<file path="src/rtl/dot_product_accumulator_if.sv">
// Term-in / element-out handshake bundle for the dot-product accumulator.
interface dot_product_accumulator_if #(
  parameter int WIDTH = 32
);
  logic             in_valid;
  logic             in_ready;
  logic [WIDTH-1:0] in_data;
  logic             out_valid;
  logic             out_ready;
  logic [WIDTH-1:0] out_sum;
  logic             out_ovf;

  modport master (
    output in_valid, in_data, out_ready,
    input  in_ready, out_valid, out_sum, out_ovf
  );

  modport slave (
    input  in_valid, in_data, out_ready,
    output in_ready, out_valid, out_sum, out_ovf
  );
endinterface

</file>
<file path="src/rtl/dot_product_accumulator.sv">
// Sums K_LEN unsigned terms per matrix element with a sticky carry-out flag,
// then holds the finished element until the result writer accepts it.
module dot_product_accumulator #(
  parameter int WIDTH = 32,
  parameter int K_LEN = 4,
  parameter int CNT_W = 16
) (
  input  logic                      clk,
  input  logic                      rst,
  dot_product_accumulator_if.slave  bus,
  output logic                      busy
);

  typedef enum logic {ACCUM, HOLD} state_t;

  state_t           state;
  logic [WIDTH-1:0] acc_p1;
  logic             ovf_p1;
  logic [CNT_W-1:0] cnt_p1;
  logic [WIDTH-1:0] sum_p2;
  logic             ovf_p2;
  logic             busy_q;

  logic             take;
  logic             last_term;
  logic [WIDTH:0]   sum_c;
  logic             ovf_next;

  function automatic logic [WIDTH:0] add_carry(input logic [WIDTH-1:0] a,
                                                input logic [WIDTH-1:0] b);
    return {1'b0, a} + {1'b0, b};
  endfunction

  assign take      = bus.in_valid && (state == ACCUM);
  assign last_term = (cnt_p1 == CNT_W'(K_LEN - 1));
  assign sum_c     = add_carry(acc_p1, bus.in_data);
  assign ovf_next  = ovf_p1 | sum_c[WIDTH];

  // Accumulate stage -> result hold stage; acc is cleared as the element
  // leaves ACCUM, so the next element starts from zero without extra logic.
  always_ff @(posedge clk) begin
    if (rst) begin
      state  <= ACCUM;
      acc_p1 <= '0;
      ovf_p1 <= 1'b0;
      cnt_p1 <= '0;
      sum_p2 <= '0;
      ovf_p2 <= 1'b0;
      busy_q <= 1'b0;
    end else begin
      case (state)
        ACCUM: begin
          if (take) begin
            busy_q <= 1'b1;
            if (last_term) begin
              state  <= HOLD;
              sum_p2 <= sum_c[WIDTH-1:0];
              ovf_p2 <= ovf_next;
              cnt_p1 <= '0;
              acc_p1 <= '0;
              ovf_p1 <= 1'b0;
            end else begin
              acc_p1 <= sum_c[WIDTH-1:0];
              ovf_p1 <= ovf_next;
              cnt_p1 <= cnt_p1 + 1'b1;
            end
          end
        end
        HOLD: begin
          if (bus.out_ready) begin
            state  <= ACCUM;
            busy_q <= 1'b0;
          end
        end
        default: state <= ACCUM;
      endcase
    end
  end

  // Handshake outputs are pure decodes of registered state.
  assign bus.in_ready  = (state == ACCUM);
  assign bus.out_valid = (state == HOLD);
  assign bus.out_sum   = sum_p2;
  assign bus.out_ovf   = ovf_p2;
  assign busy          = busy_q;

endmodule

</file>
<file path="src/flat_wrapper.sv">
// flat-port wrapper written by rule: the top's interface ports become plain ports
module dot_product_accumulator_flat 
#(
  parameter int WIDTH = 32,
  parameter int K_LEN = 4,
  parameter int CNT_W = 16
)
  (clk, rst, busy, bus_in_valid, bus_in_data, bus_out_ready, bus_in_ready, bus_out_valid, bus_out_sum, bus_out_ovf);
  dot_product_accumulator_if #(.WIDTH(WIDTH)) bus_i ();
  input  logic clk;
  input  logic rst;
  output logic busy;
  input wire logic [$bits(bus_i.in_valid)-1:0] bus_in_valid;
  input wire logic [$bits(bus_i.in_data)-1:0] bus_in_data;
  input wire logic [$bits(bus_i.out_ready)-1:0] bus_out_ready;
  output wire logic [$bits(bus_i.in_ready)-1:0] bus_in_ready;
  output wire logic [$bits(bus_i.out_valid)-1:0] bus_out_valid;
  output wire logic [$bits(bus_i.out_sum)-1:0] bus_out_sum;
  output wire logic [$bits(bus_i.out_ovf)-1:0] bus_out_ovf;
  assign bus_i.in_valid = bus_in_valid;
  assign bus_i.in_data = bus_in_data;
  assign bus_i.out_ready = bus_out_ready;
  assign bus_in_ready = bus_i.in_ready;
  assign bus_out_valid = bus_i.out_valid;
  assign bus_out_sum = bus_i.out_sum;
  assign bus_out_ovf = bus_i.out_ovf;
  dot_product_accumulator #(.WIDTH(WIDTH), .K_LEN(K_LEN), .CNT_W(CNT_W)) u_core (.clk(clk), .rst(rst), .bus(bus_i), .busy(busy));
endmodule
</file>
<file path="config.mk">
export PLATFORM = sky130hd
export DESIGN_NAME = dot_product_accumulator_flat
export DESIGN_NICKNAME = d
export VERILOG_FILES = /design/src/rtl/dot_product_accumulator_if.sv /design/src/rtl/dot_product_accumulator.sv /design/src/flat_wrapper.sv
export SDC_FILE = /design/constraint.sdc
export NUM_CORES = 1
export LEC_CHECK = 0
export CORE_UTILIZATION = 50
export DETAILED_ROUTE_END_ITERATION = 10
export GPL_TIMING_DRIVEN = 0
export PLACE_DENSITY_LB_ADDON = 0.25
export SLEW_MARGIN = 20
export SYNTH_ARGS = -nofsm -noshare
export SYNTH_HDL_FRONTEND = slang
export SYNTH_SLANG_ARGS = --single-unit
</file>
<file path="constraint.sdc">
create_clock -name clk -period 2.96 [get_ports clk]
set_clock_uncertainty 0.05 [all_clocks]
set_input_delay 0.592 -clock clk [delete_from_list [all_inputs] [get_ports clk]]
set_output_delay 0.592 -clock clk [all_outputs]
set_load 0.01 [all_outputs]
</file>
# [Word-level counts from Yosys, hierarchy flattened]
# Index checks and enable logic that the tools add are counted.
[totals] reg_bits=84 output_inout_bits=36 word_cells=28
[op_classes] n_addsub=2 n_eq_ne=3 mux=10 bitwise_logic=2 n_reduce_logical=4
[op_table] operator="$add 32x32->33" n=1
[op_table] operator="$mux 32" n=1
[op_table] operator="$add 16x1->16 const B" n=1
[op_table] operator="$eq 16x2->1 const B" n=1
[op_table] operator="$mux 16" n=1
[op_table] operator="$mux 1" n=6
[op_table] operator="$pmux 1 s2" n=2
[op_table] operator="$reduce_and 2->1" n=2
[op_table] operator="$reduce_and 3->1" n=1
[op_table] operator="$ne 2x1->1 const B" n=1
[op_table] operator="$ne 2x2->1 const B" n=1
[op_table] operator="$logic_and 1x1->1" n=1
[op_table] operator="$not 1->1" n=1
[op_table] operator="$or 1x1->1" n=1

# [Longest topological paths before layout]
[depth] word_depth=4 depth_mapped=9 depth_no_buf=9

# [Least setup slack after synthesis]
# OpenSTA, ideal clock, no wires.
[synth_timing] path_type="input -> register" startpoint="in bus_in_data[0]" endpoint="reg u_core.sum_p2[30] (netlist: u_core.bus.out_sum[30])" arrival_time_ns=2.753 t_required_ns=2.839 setup_slack_ns=0.087 cell_stages=9 n_path_buf=0 cell_sequence="ha_1 fa_1 a21o_1 a22o_1 o41ai_2 o21ai_1 a31oi_1 mux2i_1 o2bb2ai_1"
[synth_between] elab_chain_len=1
[synth_lines] element="start: declaration" line_no="flat_wrapper.sv:14" rtl="input wire logic [$bits(bus_i.in_data)-1:0] bus_in_data;"
[synth_lines] element="$add 32x32->33" line_no="dot_product_accumulator.sv:31" rtl="return {1'b0, a} + {1'b0, b};"
[synth_lines] element="end signal: assignment" line_no="dot_product_accumulator.sv:57" rtl="sum_p2 <= sum_c[WIDTH-1:0];"
[synth_lines] element="end: declaration" line_no="dot_product_accumulator.sv:20" rtl="logic [WIDTH-1:0] sum_p2;"
# No other way between the ends.
# A chain may end at the register's enable or synchronous reset.

# [Worst setup path after layout]
[layout_timing] startpoint="in bus_in_data[10]" endpoint="reg u_core.sum_p2[28] (netlist: u_core.bus.out_sum[28])"
# The elaborated chain is that of the path after synthesis.

==> metrics.yaml <==
status:
  status: "complete, no violations"
clock_tree:
  cts.htree.levels: 3
  cts_tree: "yes"
  clkSlewWorstSetupHoldPaths_ps: 90
  cts_buffers: 9
  clock_sinks: 84
  cts-root-buf: "clkbuf_8"
  clkLatencyLatePin_ps: 370
  clk_path_buf_depth: 2
die:
  die_height_um: 100.8
  ios: 72
  die_area_um2: 10150
  dieWidth_um: 100.8
  coreArea_um2: 9328
  start_util: 0.5227
  row_count: 35
cells_and_area:
  final_common_cell: "dfxtp_1"
  fill_cells: 762
  stdcell_count: 826
  nets: 763
  final_cell_mix: "84 x dfxtp_1, 82 x nand2_1, 62 x clkdlybuf4s50_1, 49 x a21oi_1, 45 x nor2_1"
  num_antenna_cells: 0
  finish.utilization: 0.6883
  seq_area_um2: 1682
  drive_gt1_frac: 0.1133
  multi_input_area_um2: 3294
  area_growth_pct: 31.67
place:
  io_buffers: 70
  gp_congestion: 0.9736
  hpwlAfterDp_um: 10380
  dp.cells: 791
sta:
  max_freq_mhz: 340.7
  finalMaxSlewViolations: 0
  slew_headroom: 0.4219
  setup_violations: 0
  timing.final.crit_share: 0.9916
  max_slew.worst_pin.slew_ps: 863.9
  period_needed_ps: 2935
  finalHoldViolations: 0
global_route:
  track_usage: 0.2910
  gr-total-overflow: 0
  first_global_vias: 4792
  antenna_found_initial: 0
  grt_pass1_wl_um: 23300
  grt_max_degree: 15
setup_path:
  worst-path-max-fanout: 7
  path_cells: "clkdlybuf4s50_1 -> ha_1 -> buf_4 -> a21o_2 -> a21oi_2 -> a2111oi_4 -> nand2_2 -> a22o_4 -> or4_1 -> a31oi_1"
  crit_buf_inv: 2
  worstSetupPathType: "in2reg"
  cp.required_ps: 3190
  worstPathArrival_ps: 3170
  slowest_stage: "or4_1"
  cpLargestDelayFamily: "compound AO/OA/AOI/OAI gates"
  critPathMaxStageDelay_ps: 480
  cp-end-kind: "flop"
  worstSetupStartpointType: "input pin"
synthesis:
  synth_fp_nets: 662
  synth_warnings: 0
  synth-edff-count: 0
  synth-seq-cells: 84
  syn_area_um2: 4876
  syn_inst: 592
  seq_area_frac_synth: 0.3449
  synthFlopType: "dfxtp_1"
  avgSynthCellArea_um2: 8.236
  async_flop_share: 0
  synth_cell_types: 60
routing:
  postRouteAntennaNets: 0
  drt_iter0_drc: 279
  firstDrtPassIters: 5
  wl_per_cell_um: 18.00
  routed_wl_um: 14870
  drcViolationCount: 0
  viasPerCell: 6.068
  vias: 5012
power_and_ir_drop:
  leakage_nw: 2.570
  vdd_drop_max_uv: 321.0
  powerDensity_nw_per_um2: 549.3
run:
  max_cap_viol_count: 0
worst_hold_path:
  hold_class: "reg2reg"
## repair_timing
item,CTS,global route
hold buffers,0,0
buffers inserted,6,16
endpoints found under the setup margin,30,23
gates resized for setup,19,39
pin swaps,8,20
## tightest hold or removal path, stage by stage, from the launching register on
cell,delay (ps)
dfxtp_1,320
nand2_1,50
a21oi_1,50
## power breakdown
| group | switching [mW] | total (mW) | internal, mW |
|---|---|---|---|
| clock network | 0.446 | 0.945 | 0.499 |
| logic | 0.750 | 1.31 | 0.556 |
| registers | 0.0621 | 1.28 | 1.21 |
## synthesized netlist by cell type, drive strengths merged, types with 13 or more instances
| library cell | count | share of area |
|---|---|---|
| nand3 | 16 | 0.016 |
| xor2 | 16 | 0.029 |
| a21oi | 51 | 0.053 |
| a22o | 25 | 0.045 |
| nand2 | 83 | 0.064 |
| ha | 33 | 0.085 |
| a21o | 14 | 0.022 |
| nor2 | 48 | 0.037 |
| dfxtp | 84 | 0.34 |
| nand4 | 15 | 0.019 |
| clkbuf | 28 | 0.022 |
| a31oi | 14 | 0.018 |
| o21ai | 29 | 0.030 |
| xnor2 | 19 | 0.034 |
| a22oi | 13 | 0.020 |
## sequential cells by signal (all words and copies together) (netlist names)
signal and count:
u_core.acc_p1 32, u_core.bus.out_ovf 1, u_core.bus.out_sum 32, u_core.bus.out_valid 1, u_core.busy 1, u_core.cnt_p1 16, u_core.ovf_p1 1
## path summary, 6_finish.rpt
kind / slack, ps / cells after the start / startpoint / to
worst max-delay path: 20 / 10 / bus_in_data[10] / u_core.bus.out_sum[28]
worst min-delay path: 410 / 2 / u_core.bus.out_sum[11] / u_core.bus.out_sum[11]
worst max register to register: 260 / 9 / u_core.acc_p1[8] / u_core.acc_p1[31]
worst min register to register: 410 / 2 / u_core.bus.out_sum[11] / u_core.bus.out_sum[11]
## cells by family (layout without fill, tap and decap cells)
logic type	count (synthesis)	after routing	synth area share
adders and majority gates	34	34	0.08879
muxes	7	7	0.01437
buffers and inverters	42	147	0.03464
DFF	84	84	0.3449
AOI/OAI and AO/OA	184	184	0.2594
and+or+nand+nor	206	206	0.1950
xor gates and xnor gates	35	35	0.06287
## area by class of cell
type                    instances  area share
inverters                       9    0.005262
well taps                     129     0.02514
multi-input cells             466      0.5132
clock inverters                 5     0.01325
repair buffers                 92      0.1380
flip-flops and latches         84      0.2619
clock buffers                  10     0.02144
plain buffers                  31     0.02183
## stage by stage
step	area (um^2)	TNS [ps]	power, mW	hold WS [ps]	worst slack (ps)
floorplan	4876	0	2.085	379.1	86.57
global placement	5738	-16850	2.341	388.9	-824.1
detailed placement	5738	-17500	2.368	392.6	-849.4
CTS	6116	-4.896	3.365	404.8	-4.896
global route	6420	-30.93	3.695	427.8	-13.58
finish	6420	0	3.527	406.1	24.99
## per-layer routing
metal  vias up  wire length [um]  global-route usage  share of wire
met5         -                 0                   0              0
met1      2442              6633              0.3759           0.45
met3        37               635             0.03329          0.043
met4         0               389              0.1093          0.026
li1       2373                 -                   -              -
met2       160              7211              0.4984           0.48
Power figures use the tool's default switching activity.
